==> src/rtl/stack_pkg.sv <==
// Shared constants for the data-stack sequencer: op codes, FSM states, size defaults.
// Latency: none (declarations only).
// Backpressure: none (declarations only).
package stack_pkg;

    localparam int DATA_WIDTH_DEF = 32;
    localparam int STACK_BITS_DEF = 12;

    // Request codes from the control unit; PUSH and POP double as memory stackOp encodings.
    localparam logic [1:0] STACK_OP_NONE  = 2'b00;
    localparam logic [1:0] STACK_OP_PUSH  = 2'b01;
    localparam logic [1:0] STACK_OP_POP   = 2'b10;
    localparam logic [1:0] STACK_OP_CLEAR = 2'b11;

    typedef enum logic [1:0] {
        ST_IDLE   = 2'b00,
        ST_ACCESS = 2'b01,
        ST_HOLD   = 2'b10
    } stack_state_t;

endpackage

==> src/rtl/stack_pointer_ctrl.sv <==
// Owns the data-stack pointer and sequences push/pop/clear into the stack memory.
// Latency: legal push/pop take 3 cycles (accept, ACCESS, HOLD); clear, no-op and rejected ops take 1.
// Backpressure: op_ready is high only in IDLE; requests are ignored while a push/pop is in flight.
module stack_pointer_ctrl
    import stack_pkg::*;
#(
    parameter int DATA_WIDTH = DATA_WIDTH_DEF,
    parameter int STACK_BITS = STACK_BITS_DEF
) (
    input  logic                  clock,
    input  logic                  reset,
    input  logic                  op_valid,
    input  logic [1:0]            op_code,
    output logic                  op_ready,
    output logic [DATA_WIDTH-1:0] stackPointer,
    output logic [1:0]            stackOp,
    output logic                  pop_valid,
    output logic                  full,
    output logic                  empty,
    output logic                  overflow,
    output logic                  underflow
);

    localparam logic [DATA_WIDTH-1:0] ONE        = {{(DATA_WIDTH-1){1'b0}}, 1'b1};
    localparam logic [DATA_WIDTH-1:0] STACK_SIZE = ONE << STACK_BITS;

    stack_state_t state;
    logic [1:0]   latchedOp;

    // Occupancy flags come straight from the pointer register so they never lag it.
    assign full  = (stackPointer == STACK_SIZE);
    assign empty = (stackPointer == '0);

    // Sequencer: all outputs registered; the pointer only moves at the end of HOLD so the
    // memory sees the pre-op pointer for both the write/read edge and the output-gate cycle.
    always_ff @(posedge clock or posedge reset) begin
        if (reset) begin
            state        <= ST_IDLE;
            latchedOp    <= STACK_OP_NONE;
            stackPointer <= '0;
            stackOp      <= STACK_OP_NONE;
            op_ready     <= 1'b1;
            pop_valid    <= 1'b0;
            overflow     <= 1'b0;
            underflow    <= 1'b0;
        end else begin
            case (state)
                ST_IDLE: begin
                    if (op_valid) begin
                        case (op_code)
                            STACK_OP_PUSH: begin
                                // A push while full never reaches the memory.
                                if (full) begin
                                    overflow <= 1'b1;
                                end else begin
                                    latchedOp <= STACK_OP_PUSH;
                                    stackOp   <= STACK_OP_PUSH;
                                    op_ready  <= 1'b0;
                                    state     <= ST_ACCESS;
                                end
                            end
                            STACK_OP_POP: begin
                                // A pop while empty never reaches the memory.
                                if (empty) begin
                                    underflow <= 1'b1;
                                end else begin
                                    latchedOp <= STACK_OP_POP;
                                    stackOp   <= STACK_OP_POP;
                                    op_ready  <= 1'b0;
                                    state     <= ST_ACCESS;
                                end
                            end
                            STACK_OP_CLEAR: begin
                                stackPointer <= '0;
                                overflow     <= 1'b0;
                                underflow    <= 1'b0;
                            end
                            default: begin
                            end
                        endcase
                    end
                end
                ST_ACCESS: begin
                    // Push: drop the write enable so only one write lands.
                    // Pop: keep read-enable high so the memory's output gate passes the word.
                    state <= ST_HOLD;
                    if (latchedOp == STACK_OP_POP) begin
                        stackOp   <= STACK_OP_POP;
                        pop_valid <= 1'b1;
                    end else begin
                        stackOp <= STACK_OP_NONE;
                    end
                end
                ST_HOLD: begin
                    state     <= ST_IDLE;
                    stackOp   <= STACK_OP_NONE;
                    pop_valid <= 1'b0;
                    op_ready  <= 1'b1;
                    if (latchedOp == STACK_OP_PUSH) begin
                        stackPointer <= stackPointer + ONE;
                    end else begin
                        stackPointer <= stackPointer - ONE;
                    end
                end
                default: begin
                    state     <= ST_IDLE;
                    stackOp   <= STACK_OP_NONE;
                    pop_valid <= 1'b0;
                    op_ready  <= 1'b1;
                end
            endcase
        end
    end

endmodule

==> config.mk <==
export PLATFORM = sky130hd
export DESIGN_NAME = stack_pointer_ctrl
export DESIGN_NICKNAME = d
export VERILOG_FILES = /design/src/rtl/stack_pkg.sv /design/src/rtl/stack_pointer_ctrl.sv
export SDC_FILE = /design/constraint.sdc
export NUM_CORES = 1
export LEC_CHECK = 0
export ABC_CLOCK_PERIOD_IN_PS = 10500
export BUFFER_PORTS_ARGS = -buffer_cell sky130_fd_sc_hd__buf_2
export CAP_MARGIN = 15
export CORE_UTILIZATION = 60
export DETAILED_ROUTE_END_ITERATION = 8
export GPL_TIMING_DRIVEN = 0
export HOLD_SLACK_MARGIN = 0.03
export PLACE_DENSITY = 0.83
export SLEW_MARGIN = 10
export SYNTH_ARGS = -nofsm -noshare
export SYNTH_HDL_FRONTEND = slang
export SYNTH_SLANG_ARGS = --single-unit
==> constraint.sdc <==
create_clock -name clock -period 10.5 [get_ports clock]
set_input_delay 1.05 -clock clock [delete_from_list [all_inputs] [get_ports clock]]
set_output_delay 1.05 -clock clock [all_outputs]
set_load 0.02 [all_outputs]
[After elaboration in Yosys (flattened, before gate mapping)]
Cells that the tools add are included.
Storage, ports and cells
  register bits: 42
  bits in latches: 0
  memory bits (writable): 0
  bits in read-only memories: 0
  input port bits: 5
  output and inout port bits: 40
  word-level logic and storage cells: 68
  memories kept: 0
Operators by class
  $add $sub $neg: 2
  multiply operators: 0
  div/mod/pow operators: 0
  order comparisons: 0
  equal/unequal tests: 18
  shift operators: 0
  multiplexer cells: 25
  bitwise gates (word level): 2
  reduce and logical (&&, ||, !) cells: 13
Operator list (number)
  two-way mux 32 bit: 3
  case mux 32 bit (2 select lines): 1
  adder 32 x 1 -> 32 bit, second input constant: 1
  equality test 32 x 13 -> 1 bit, second input constant: 1
  logical NOT 32 bit: 1
  subtractor 32 x 1 -> 32 bit, second input constant: 1
  case mux 2 bit (2 select lines): 4
  two-way mux 2 bit: 6
  inequality test 2 bit, second input constant: 6
  AND reduction 4 bit: 3
  case mux 1 bit (2 select lines): 5
  AND reduction 5 bit: 2
  equality test 2 bit, second input constant: 4
  nonzero test 2 bit: 4
  equality test 2 x 1 -> 1 bit, second input constant: 3
  two-way mux 1 bit: 6
  inequality test 3 bit, second input constant: 2
  inequality test 3 x 1 -> 1 bit, second input constant: 1
  AND reduction 3 bit: 1
  logical NOT 2 bit: 1
  inequality test 2 x 1 -> 1 bit, second input constant: 1
  inverter 1 bit: 2
  AND reduction 2 bit: 1

[Depth between registers and ports, before layout]
Gate-level depths: netlist of run 1.
  word-level depth: 5
  mapped depth: 12

[Worst setup path before layout of run 1]
No wires, ideal clock.
  path kind: register -> register
  start: reg latchedOp[1]
  end: reg stackPointer[18]
  setup time: 0.122 ns
  data arrival time: 3.517 ns
  required time: 10.378 ns
  slack: 6.861 ns
  cell stages (with the launch flop): 13
  clock period less this slack: 3.639 ns
  path through: dfrtp_1 -> nand2b_1 -> clkbuf_1 -> ha_1 -> a21o_1 -> a21o_1 -> a21oi_1 -> o21ai_1 -> o21ai_2 -> a21oi_2 -> o21a_1 -> or3_1 -> a32o_1
Between the ends
  longest elaborated chain between the ends: 3
RTL lines
  start: declaration: RTL line stack_pointer_ctrl.sv:28  | logic [1:0] latchedOp;
  start signal: assignment: RTL line stack_pointer_ctrl.sv:39  | latchedOp <= STACK_OP_NONE;
  start signal: assignment: RTL line stack_pointer_ctrl.sv:56  | latchedOp <= STACK_OP_PUSH;
  start signal: assignment: RTL line stack_pointer_ctrl.sv:67  | latchedOp <= STACK_OP_POP;
  equality test 2 x 1 -> 1 bit: RTL line stack_pointer_ctrl.sv:99  | if (latchedOp == STACK_OP_PUSH) begin
  two-way mux 32 bit: RTL line stack_pointer_ctrl.sv:99
  case mux 32 bit (2 select lines): RTL line stack_pointer_ctrl.sv:47  | case (state)
  end signal: assignment: RTL line stack_pointer_ctrl.sv:100  | stackPointer <= stackPointer + ONE;
  end signal: assignment: RTL line stack_pointer_ctrl.sv:102  | stackPointer <= stackPointer - ONE;
  end: declaration: RTL line stack_pointer_ctrl.sv:15  | output logic [DATA_WIDTH-1:0] stackPointer,
No other way between the ends.
A chain may end at the register's enable or synchronous reset.

[Worst setup path in the final report of run 1]
  start: reg stackPointer[16]
  end: out empty
Between the ends
  longest elaborated chain between the ends: 1
RTL lines
  logical NOT 32 bit: RTL line stack_pointer_ctrl.sv:32  | assign empty = (stackPointer == '0);
  end: declaration: RTL line stack_pointer_ctrl.sv:19  | output logic empty,
No other way between the ends.

==> impl_results.md, run 1 <==
- Status: finished clean
- Critical path buffers and inverters: 1
- Number of synthesized flops with an enable pin: 0
- Pre-Repair DR Iteration Count: 5
- Core Footprint: 5270 um2
- Nature of the critical path startpoint: flop
- Initial Utilization: 64.0%
- GPL Wtd Cong: 0.928
- Area delta synth->final: 13.2%
- Post-DP HPWL: 6250 um
- Routed wire length: 8590 um
- Pin count of the biggest net entering global routing: 32
- Final Hold Violating Endpoints: 0
- Final Max Slew Viols: 0
- Crit. End Element: output port
- Setup violations, final: 0
- VDD IR max: 0.193 mV
- Initial drt markers: 242
- Reg2Reg Depth: 13
- Non-Filler Instances: 515
- Top cell type's share of synthesized area: 30.4%
- Routed WL per cell: 16.7 um
- Power Density: 364 nW/um2
- Synth area leaders: dfrtp_1, ha_1, o21ai_0
- # port buffers: 43
- Least-Margin Pin Slew: 0.632 ns
- Period utilisation layout: 35.3%
- Critical Path Fanout Max: 8
- Post-Syn Area per Cell: 8.61 um2
- YS warnings: 0
- First-pass GRT wire length: 14300 um
- Slowest stage delay, CP: 0.56 ns
- Io pins: 45
- Sequential fraction of the synthesis area: 31.2%
- CP max-delay cell: or4_1
- CTS buffer count: 5
- Final TNS setup: 0 ns
- Clock sinks: 42
- Hold Path Stages: 2
- Max Buffers Root-to-Sink: 2
- GR Overflow Total: 0
- Initial antenna violation count: 0
- Layout cells sized above 1: 16.6%
- Vias in the first global route: 3056
- # hold bufs at CTS: 0
- Setup ws final: 6.79 ns
- Placed insts: 507
- Cell area after synthesis: 3370 um2
- Gate Count Post-Synth: 392
- Setup slack at placement: 7.00 ns
- Postcts setup bufs: 0
- Worst rel slew slack: 57.9%
- Crit Path Class: reg2out
- Die ar.: 5930 um2
- CTS resizes: 0
- Ys async rst share: 100%
- Antenna-violating nets left: 0
- Clock transition at path regs: 0.10 ns
- Via count: 3269
- Avg Vias per Cell: 6.35
- Leakage: 1.79 nW
- Die W: 77.0 um
- Clk_lat worst skew: 0.31 ns
- Data required, critical path: 9.45 ns
- Path category of the worst min-delay check: reg2reg
- CP delay by family, top: simple AND/OR/NAND/NOR gates
- Most common cell in the netlist: nand2_1
- Design area: 3820 um2
- ANT cells: 0
- CTS tree: yes
- Critical Path AT: 2.66 ns
- Crit-path cells: or4_1 > nor4_1 > nand4b_1 > nor2_1 > buf_2
- Syn Nets: 435
- Max-cap violations: 0
- Yosys top cell by area: dfrtp_1
- Number of cell rows: 26
- Gr usage total: 30.1%
- Critical path depth in cells: 5
- RSZ-0062 raised after global routing: false
- Top post-synthesis cells by count: nand2_1, dfrtp_1, o21ai_0, ha_1, a21oi_1
- Ys flop type: dfrtp_1
- DRC viols: 0
- Yosys cell types: 58
- Clock H-tree levels: 2
- Clock root cell: clkbuf_8
- Nets@finish: 487
- Skew final: 0.0142 ns
- Post-synthesis register bit count: 42
- Placed cell area: 3730 um2
- Die H: 77.0 um
- Fmax: 0.270 GHz
- Min cycle time layout: 3.71 ns
==> metal layers <==
layer,up-vias,global-route usage [%],share of wire (%)
li1,1559,-,-
met1,1584,41.4,45
met2,112,49.5,48
met3,14,3.69,5.5
met4,0,8.87,1.0
met5,-,0,0
==> per-stage QoR <==
step	utilization [%]	power, mW	hold WS, ns
global route	72.5	1.50	0.519
finish	72.5	1.39	0.503
detailed placement	70.7	1.25	0.489
CTS	72.5	1.37	0.505
floorplan	-	1.02	0.506
global placement	69.8	1.21	0.475
==> worst min-delay path: stages (launching register included) <==
cell	delay [ns]
dfstp_2	0.38
nor2_1	0.08
nor2_1	0.05
==> report_power, final <==
part | switching, mW | internal [mW] | total [mW]
Clock | 0.0659 | 0.0477 | 0.114
Combinational | 0.582 | 0.398 | 0.980
Sequential | 0.0755 | 0.220 | 0.296
==> cells in the final DEF, fill, tap and decap left out, drive strengths merged, types with 14 or more instances in the layout <==
cell / instances
dfrtp: 41
a21o: 14
xor2: 15
ha: 37
nand2: 45
o21ai: 45
a21oi: 41
nor2: 21
buf: 46
clkbuf: 21
==> registers in the layout (all words and copies together), names as in the netlist <==
name and count:
overflow 1, pop_valid 1, stackPointer 32, state 2
stackOp 2, op_ready 1, underflow 1, latchedOp 2
==> cell type report <==
type	instances	area, um2
repair buffers	45	263
inverters	6	22.5
multi-input cells	327	2240
clock buffers	5	68.8
plain buffers	17	65.1
fillers	411	1450
clock inverters	3	23.8
flip-flops and latches	42	1050
well taps	70	87.6
==> cell families after synthesis <==
| group | after synthesis | synth area share (%) |
|---|---|---|
| AO/OA/AOI/OAI | 145 | 28.1 |
| adder cells (fa/ha/maj) | 38 | 14.3 |
| AND/OR/NAND/NOR | 121 | 17.9 |
| flip-flops | 42 | 31.2 |
| XOR/XNOR | 23 | 5.97 |
| buffers and inverters | 23 | 2.56 |
==> final timing paths <==
path,start,to,slack [ns]
worst max-delay path,stackPointer[16]$_DFFE_PP0P_,empty,6.79
worst min register to register,op_ready$_DFFE_PP1P_,op_ready$_DFFE_PP1P_,0.50
worst max register to register,latchedOp[1]$_DFFE_PP0P_,stackPointer[28]$_DFFE_PP0P_,6.93
worst min-delay path,op_ready$_DFFE_PP1P_,op_ready$_DFFE_PP1P_,0.50
min in group asynchronous,reset,stackPointer[3]$_DFFE_PP0P_,0.67
max in group asynchronous,reset,op_ready$_DFFE_PP1P_,9.31
No activity file was read; power rests on OpenSTA's default activity.
==> run 2, diff against run 1 <==
--- a/config.mk
+++ b/config.mk
@@ -5,14 +5,14 @@
 export SDC_FILE = /design/constraint.sdc
 export NUM_CORES = 1
 export LEC_CHECK = 0
-export ABC_CLOCK_PERIOD_IN_PS = 10500
+export ABC_CLOCK_PERIOD_IN_PS = 3690
 export BUFFER_PORTS_ARGS = -buffer_cell sky130_fd_sc_hd__buf_2
 export CAP_MARGIN = 15
-export CORE_UTILIZATION = 60
+export CORE_UTILIZATION = 59
 export DETAILED_ROUTE_END_ITERATION = 8
 export GPL_TIMING_DRIVEN = 0
 export HOLD_SLACK_MARGIN = 0.03
-export PLACE_DENSITY = 0.83
+export PLACE_DENSITY = 0.81
 export SLEW_MARGIN = 10
 export SYNTH_ARGS = -nofsm -noshare
 export SYNTH_HDL_FRONTEND = slang
==> constraint.sdc (replaced) <==
create_clock -name clock -period 3.69 [get_ports clock]
set_input_delay 0.369 -clock clock [delete_from_list [all_inputs] [get_ports clock]]
set_output_delay 0.369 -clock clock [all_outputs]
set_load 0.02 [all_outputs]
==> impl_results.md, run 2 (synthesis gave the netlist of run 1 again) <==
- Status: finished clean (unchanged)
- Gr usage total: 29.2% (was 30.1%)
- CTS tree: yes (unchanged)
- Core Footprint: 5510 um2 (was 5270 um2)
- Max Buffers Root-to-Sink: 2 (unchanged)
- Min Hold Slack: 0.426 ns (was 0.503 ns)
- Io pins: 45 (unchanged)
- CTS buffer count: 5 (unchanged)
- Crit-path cells: nand2b_1 > buf_2 > buf_16 > ha_1 > a21oi_1 > nor2_1 > a211oi_2 > nand4_2 > a221oi_4 > o21ai_2 > o41ai_1 > a41oi_1 > a21oi_1 (was or4_1 > nor4_1 > nand4b_1 > nor2_1 > buf_2)
- Antenna-violating nets left: 0 (unchanged)
- Hold_sp: op_valid (was op_ready$_DFFE_PP1P_)
- Final Max Slew Viols: 0 (unchanged)
- Routed WL per cell: 15.9 um (was 16.7 um)
- Vias in the first global route: 2991 (was 3056)
- Clock transition at path regs: 0.09 ns (was 0.10 ns)
- Placed insts: 509 (was 507)
- Max-cap violations: 0 (unchanged)
- GPL Wtd Cong: 0.922 (was 0.928)
- Fmax: 0.285 GHz
- Die W: 77.6 um (was 77.0 um)
- Design area: 3840 um2 (was 3820 um2)
- Layout Utilization: 69.8% (was 72.5%)
- RSZ-0062 raised after global routing: false (unchanged)
- Die ar.: 6030 um2 (was 5930 um2)
- GR Overflow Total: 0 (unchanged)
- Final Hold Violating Endpoints: 0 (unchanged)
- Initial drt markers: 177 (was 242)
- Nets@finish: 488 (was 487)
- Period utilisation layout: 95.1%
- VDD IR max: 0.548 mV (was 0.193 mV)
- Critical Path Fanout Max: 27 (was 8)
- Hold Path Stages: 3 (was 2)
- Via count: 3212 (was 3269)
- Most flops, register: stackPointer (unchanged)
- Setup violations, final: 0 (unchanged)
- Least-Margin Pin Slew: 0.609 ns (was 0.632 ns)
- Skew final: 0.0114 ns (was 0.0142 ns)
- Nature of the critical path startpoint: flop (unchanged)
- ANT cells: 0 (unchanged)
- R2r setup slk: 0.18 ns (was 6.93 ns)
- Min cycle time layout: 3.51 ns
- Non-Filler Instances: 518 (was 515)
- Clock H-tree levels: 2 (unchanged)
- Layout cells sized above 1: 16.6% (about the same)
- First-pass GRT wire length: 14000 um (was 14300 um)
- Pin count of the biggest net entering global routing: 30 (was 32)
- Filler instances: 426 (was 411)
- Worst Hold End: state[0]$_DFFE_PP0P_ (was op_ready$_DFFE_PP1P_)
- Number of cell rows: 27 (was 26)
- DRC viols: 0 (unchanged)
- Slowest stage delay, CP: 0.42 ns (was 0.56 ns)
- Critical Path AT: 3.72 ns (was 2.66 ns)
- Max FFs per register: 32 (unchanged)
- Reg2Reg Depth: 13 (unchanged)
- Most frequent cells in the layout: nand2_1, buf_2, o21ai_0, dfrtp_1, ha_1 (unchanged)
- Clock sinks: 42 (unchanged)
- Total Power: 3.94 mW (was 1.39 mW)
- CP most frequent cell: a21oi_1
- Clock root cell: clkbuf_8 (unchanged)
- Crit Path Class: reg2reg (was reg2out)
- Pre-Repair DR Iteration Count: 4 (was 5)
- # port buffers: 43 (unchanged)
- Initial Utilization: 61.3% (was 64.0%)
- Commonest non-fill, non-tap cell in the layout: nand2_1 (unchanged)
- Worst rel slew slack: 59.4% (was 57.9%)
- R2R Path Start: latchedOp[1]$_DFFE_PP0P_ (unchanged)
- Data required, critical path: 3.90 ns (was 9.45 ns)
- Crit. End Element: flop (was output port)
- Post-DP HPWL: 6130 um (was 6250 um)
- Power Density: 1030 nW/um2 (was 364 nW/um2)
- Routed wire length: 8240 um (was 8590 um)
- Placed cell area: 3730 um2 (about the same)
- Worst flop-to-flop path endpoint: stackPointer[31]$_DFFE_PP0P_ (was stackPointer[28]$_DFFE_PP0P_)
- Avg Vias per Cell: 6.20 (was 6.35)
- CP max-delay cell: dfrtp_1 (was or4_1)
- Postcts setup bufs: 0 (unchanged)
- Area delta synth->final: 13.9% (was 13.2%)
- Die H: 77.6 um (was 77.0 um)
- Path category of the worst min-delay check: in2reg (was reg2reg)
- Initial antenna violation count: 0 (unchanged)
- Clk_lat worst skew: 0.30 ns (was 0.31 ns)
- Leakage: 1.81 nW (was 1.79 nW)
-- run 2: cell types whose count changed in the layout (fill, tap and decap cells not counted) --
cell and delta:
clkinvlp_4 -1, buf_2 +1, a221oi_2 -1, dlygate4sd3_1 +1
inv_6 -1, clkinv_2 +1, clkbuf_8 +1, a221oi_4 +1
clkbuf_2 -1
-- run 2: layer usage --
metal	global-route usage, %	share of wire, %
met1	39.3	46
met2	47.2	47
met3	4.71	4.5
met4	10.8	1.7
met5	0	0
-- run 2: what timing repair did --
item                       4_1_cts  5_1_grt
setup endpoints to repair        0        1
hold endpoints to repair        13        0
hold buffers                     1        0
gates resized for setup          0        2
-- run 2: cell type report --
| type | instances | area [um2] | area share [%] |
|---|---|---|---|
| tap | 72 | 90.1 | 2.34 |
| sequential | 42 | 1050 | 27.4 |
| buffer | 17 | 65.1 | 1.69 |
| clock inverter | 2 | 12.5 | 0.325 |
| multi-input combinational | 327 | 2250 | 58.4 |
| clock buffer | 6 | 82.6 | 2.15 |
| timing repair buffer | 46 | 273 | 7.09 |
| inverter | 6 | 22.5 | 0.586 |
-- run 2: worst max path at each step --
| stage | end | cells past startpoint | startpoint | slack [ns] |
|---|---|---|---|---|
| floorplan | stackPointer[18]$_DFFE_PP0P_ | 12 | latchedOp[1]$_DFFE_PP0P_ | 0.05 |
| global placement | stackPointer[31]$_DFFE_PP0P_ | 12 | latchedOp[1]$_DFFE_PP0P_ | -0.74 |
| CTS | stackPointer[31]$_DFFE_PP0P_ | 13 | latchedOp[1]$_DFFE_PP0P_ | 0.13 |
| global route | stackPointer[31]$_DFFE_PP0P_ | 13 | latchedOp[1]$_DFFE_PP0P_ | 0.02 |
| detailed placement | stackPointer[31]$_DFFE_PP0P_ | 13 | latchedOp[1]$_DFFE_PP0P_ | 0.20 |
| finish | stackPointer[31]$_DFFE_PP0P_ | 13 | latchedOp[1]$_DFFE_PP0P_ | 0.18 |
-- run 2: where the power goes --
part           leakage [nW]  switching [mW]  internal [mW]
sequential            0.544           0.211          0.627
combinational          1.21            1.64           1.14
clock                0.0472           0.172          0.151
-- run 2: worst max-delay path: cells and delay by family (launching register included) --
family | cells | cell delay [ns]
compound gates | 7 | 1.60
fa+ha+maj | 1 | 0.30
buf+inv | 2 | 0.59
flops | 1 | 0.42
simple gates | 3 | 0.48
-- run 2: per-stage QoR --
step           setup TNS [ns]  setup slack, ns
2_1_floorplan               0           0.0514
3_3_place_gp            -7.57           -0.736
3_5_place_dp                0            0.201
4_1_cts                     0            0.129
5_1_grt                     0           0.0222
6_report                    0            0.182
==> run 3, diff against run 2 <==
--- a/config.mk
+++ b/config.mk
@@ -5,10 +5,11 @@
 export SDC_FILE = /design/constraint.sdc
 export NUM_CORES = 1
 export LEC_CHECK = 0
+export ABC_AREA = 1
 export ABC_CLOCK_PERIOD_IN_PS = 3690
 export BUFFER_PORTS_ARGS = -buffer_cell sky130_fd_sc_hd__buf_2
 export CAP_MARGIN = 15
-export CORE_UTILIZATION = 59
+export CORE_UTILIZATION = 60
 export DETAILED_ROUTE_END_ITERATION = 8
 export GPL_TIMING_DRIVEN = 0
 export HOLD_SLACK_MARGIN = 0.03
==> impl_results.md, run 3 <==
- Multi-input gate area: 2730 um2 (was 2250 um2)
- Internal cell power: 2.04 mW (was 1.92 mW)
- Syn Nets: 767 (was 435)
- Cell area after synthesis: 4320 um2 (was 3370 um2)
- Routed met2 length: 5800 um (was 3910 um)
- Met3 Routed Length: 555 um (was 373 um)
- Ys async rst share: 100% (unchanged)
- # port buffers: 44 (was 43)
- Avg Vias per Cell: 5.14 (was 6.20)
- Gr usage total: 33.0% (was 29.2%)
- First-pass GRT wire length: 19200 um (was 14000 um)
- CTS buffer count: 5 (unchanged)
- Top post-synthesis cells by count: nand2_1, inv_1, nor2_1, dfrtp_1, nand3_1 (was nand2_1, dfrtp_1, o21ai_0, ha_1, a21oi_1)
- Status: finished clean (unchanged)
- ANT cells: 0 (unchanged)
- Power Density: 1050 nW/um2 (was 1030 nW/um2)
- Least-Margin Pin Slew: 0.905 ns (was 0.609 ns)
- Initial antenna violation count: 0 (unchanged)
- Worst rel slew slack: 39.5% (was 59.4%)
- Initial Utilization: 62.8% (was 61.3%)
- RSZ-0062 raised after global routing: false (unchanged)
- Pin count of the biggest net entering global routing: 40 (was 30)
- Max-cap violations: 0 (unchanged)
- Final TNS setup: 0 ns (unchanged)
- Top Layer Used: met4 (unchanged)
- Number of cell rows: 30 (was 27)
- Sequential fraction of the synthesis area: 24.4% (was 31.2%)
- Net Sw Frac: 59.4% (was 51.3%)
- Commonest non-fill, non-tap cell in the layout: nand2_1 (unchanged)
- Clock power share: 6.9% (was 8.2%)
- Gate power share: 76.1% (was 70.6%)
- Post-DP HPWL: 9340 um (was 6130 um)
- Synth area leaders: nand2_1, dfrtp_1, ha_1 (was dfrtp_1, ha_1, o21ai_0)
- Fmax: 0.339 GHz (was 0.285 GHz)
- Most common cell in the netlist: nand2_1 (unchanged)
- Layout Utilization: 69.5% (was 69.8%)
- Routed WL per cell: 13.5 um (was 15.9 um)
- GPL Wtd Cong: 0.921 (was 0.922)
- Io pins: 45 (unchanged)
- Most frequent cells in the layout: nand2_1, inv_1, nor2_1, buf_2, dfrtp_1 (was nand2_1, buf_2, o21ai_0, dfrtp_1, ha_1)
- Final Max Slew Viols: 0 (unchanged)
- Layout cells sized above 1: 15.6% (was 16.6%)
- Number of synthesized flops with an enable pin: 0 (unchanged)
- Initial drt markers: 232 (was 177)
- Crit. End Element: flop (unchanged)
- Clock H-tree levels: 2 (unchanged)
- Area delta synth->final: 10.7% (was 13.9%)
- Die H: 86.8 um (was 77.6 um)
- Setup violations, final: 0 (unchanged)
- Yosys cell types: 38 (was 58)
- Core Footprint: 6870 um2 (was 5510 um2)
- GR Overflow Total: 0 (unchanged)
- Clock sinks: 42 (unchanged)
- Routed wire length: 11800 um (was 8240 um)
- Vias in the first global route: 4120 (was 2991)
- M1 WL: 5160 um (was 3810 um)
- Most flops, register: stackPointer (unchanged)
- Seq pwr share: 17.0% (was 21.3%)
- Filler instances: 647 (was 426)
- Post-synthesis register bit count: 42 (unchanged)
- Clock root cell: clkbuf_8 (unchanged)
- Die ar.: 7540 um2 (was 6030 um2)
- Post-Syn Area per Cell: 5.96 um2 (was 8.61 um2)
- Nature of the critical path startpoint: flop (unchanged)
- CTS resizes: 0 (unchanged)
- Yosys top cell by area: nand2_1 (was dfrtp_1)
- Skew final: 0.00681 ns (was 0.0114 ns)
- Period utilisation layout: 80.0% (was 95.1%)
- Clock transition at path regs: 0.10 ns (was 0.09 ns)
- Leakage: 2.93 nW (was 1.81 nW)
- Top cell type's share of synthesized area: 25.3% (was 30.4%)
- Critical Path AT: 3.16 ns (was 3.72 ns)
- Die W: 86.8 um (was 77.6 um)
- Clk_lat worst skew: 0.31 ns (was 0.30 ns)
- Crit Path Class: reg2reg (unchanged)
- VDD IR max: 0.585 mV (was 0.548 mV)
- YS warnings: 0 (unchanged)
- Final Hold Violating Endpoints: 0 (unchanged)
- Critical Path Fanout Max: 39 (was 27)
- DRC viols: 0 (unchanged)
- Nets@finish: 819 (was 488)
- Placed insts: 865 (was 509)
- Antenna-violating nets left: 0 (unchanged)
- Non-Filler Instances: 873 (was 518)
- Path category of the worst min-delay check: in2async (was in2reg)
- Gate Count Post-Synth: 724 (was 392)
- Data required, critical path: 3.90 ns (about the same)
- Ys flop type: dfrtp_1 (unchanged)
- Area occupied by registers: 1050 um2 (unchanged)
- Pre-Repair DR Iteration Count: 5 (was 4)
- # hold bufs at CTS: 0 (was 1)
- Max FFs per register: 32 (unchanged)
- CTS tree: yes (unchanged)
- Postcts setup bufs: 0 (unchanged)
- Switching pwr: 2.99 mW (was 2.02 mW)
- Via count: 4485 (was 3212)
- Max Buffers Root-to-Sink: 2 (unchanged)
- Min cycle time layout: 2.95 ns (was 3.51 ns)
## run 3: logic make-up (layout without fill, tap and decap cells)
group	Yosys count	count (layout)	share of synthesized area [%]
and+or+nand+nor	439	439	43.1
AOI/OAI and AO/OA	62	62	7.94
xor gates and xnor gates	5	5	1.01
buffers and inverters	138	191	12.4
DFF	42	42	24.4
adders and majority gates	38	38	11.2
## run 3: critical path: stages, from the launching register on
cell and delay, ns:
dfrtp_1 0.38, inv_1 0.09, nand2_2 0.53, fa_1 0.71, nand3_1 0.13, nand3_2 0.14, nand2_1 0.10, nand2_1 0.11
nand2_1 0.09, nand2_1 0.16, nand2_1 0.15, nand3_1 0.08, nand3_1 0.09, nand2_1 0.06
## run 3: final cells by class
cell class	instances	share of cell area, %
buffer	5	0.707
clock buffer	5	1.44
clock inverter	3	0.603
inverter	133	10.5
multi-input combinational	544	57.2
sequential	42	22.0
tap	96	2.52
timing repair buffer	45	5.03
## run 3: final timing paths
path / startpoint / to / slack (ns) / cells past startpoint
worst max-delay path: latchedOp[1]$_DFFE_PP0P_ / stackPointer[30]$_DFFE_PP0P_ / 0.74 / 13
worst min-delay path: reset / stackPointer[9]$_DFFE_PP0P_ / 0.02 / 2
worst max register to register: latchedOp[1]$_DFFE_PP0P_ / stackPointer[30]$_DFFE_PP0P_ / 0.74 / 13
worst min register to register: underflow$_DFFE_PP0P_ / underflow$_DFFE_PP0P_ / 0.49 / 2
max in group asynchronous: reset / op_ready$_DFFE_PP1P_ / 3.12 / 3
min in group clock: op_valid / overflow$_DFFE_PP0P_ / 0.37 / 3
## run 3: power groups by stage
stage | clock network [mW] | registers, mW | logic (mW)
after CTS | 0.352 | 0.850 | 3.78
after global placement | 0 | 0.845 | 3.69
after detailed placement | 0 | 0.859 | 3.76
after floorplan | 0 | 1.03 | 2.67
final | 0.349 | 0.852 | 3.82
after global routing | 0.367 | 0.879 | 4.29
## run 3: layer usage
metal	GRT usage, %	vias to the layer above
li1	-	2322
met1	41.3	2027
met2	59.1	116
met3	3.81	20
met4	10.0	0
met5	0	-
## run 3: stage by stage
stage | cell area, um2 | total power, mW | hold slack [ns] | setup WS, ns
6_report | 4780 | 5.02 | 0.0174 | 0.739
5_1_grt | 4780 | 5.53 | 0.0437 | 0.550
4_1_cts | 4780 | 4.99 | 0.0335 | 0.769
3_5_place_dp | 4680 | 4.62 | 0.372 | 0.775
3_3_place_gp | 4660 | 4.53 | 0.454 | 0.286
2_1_floorplan | 4320 | 3.71 | 0.487 | 1.09
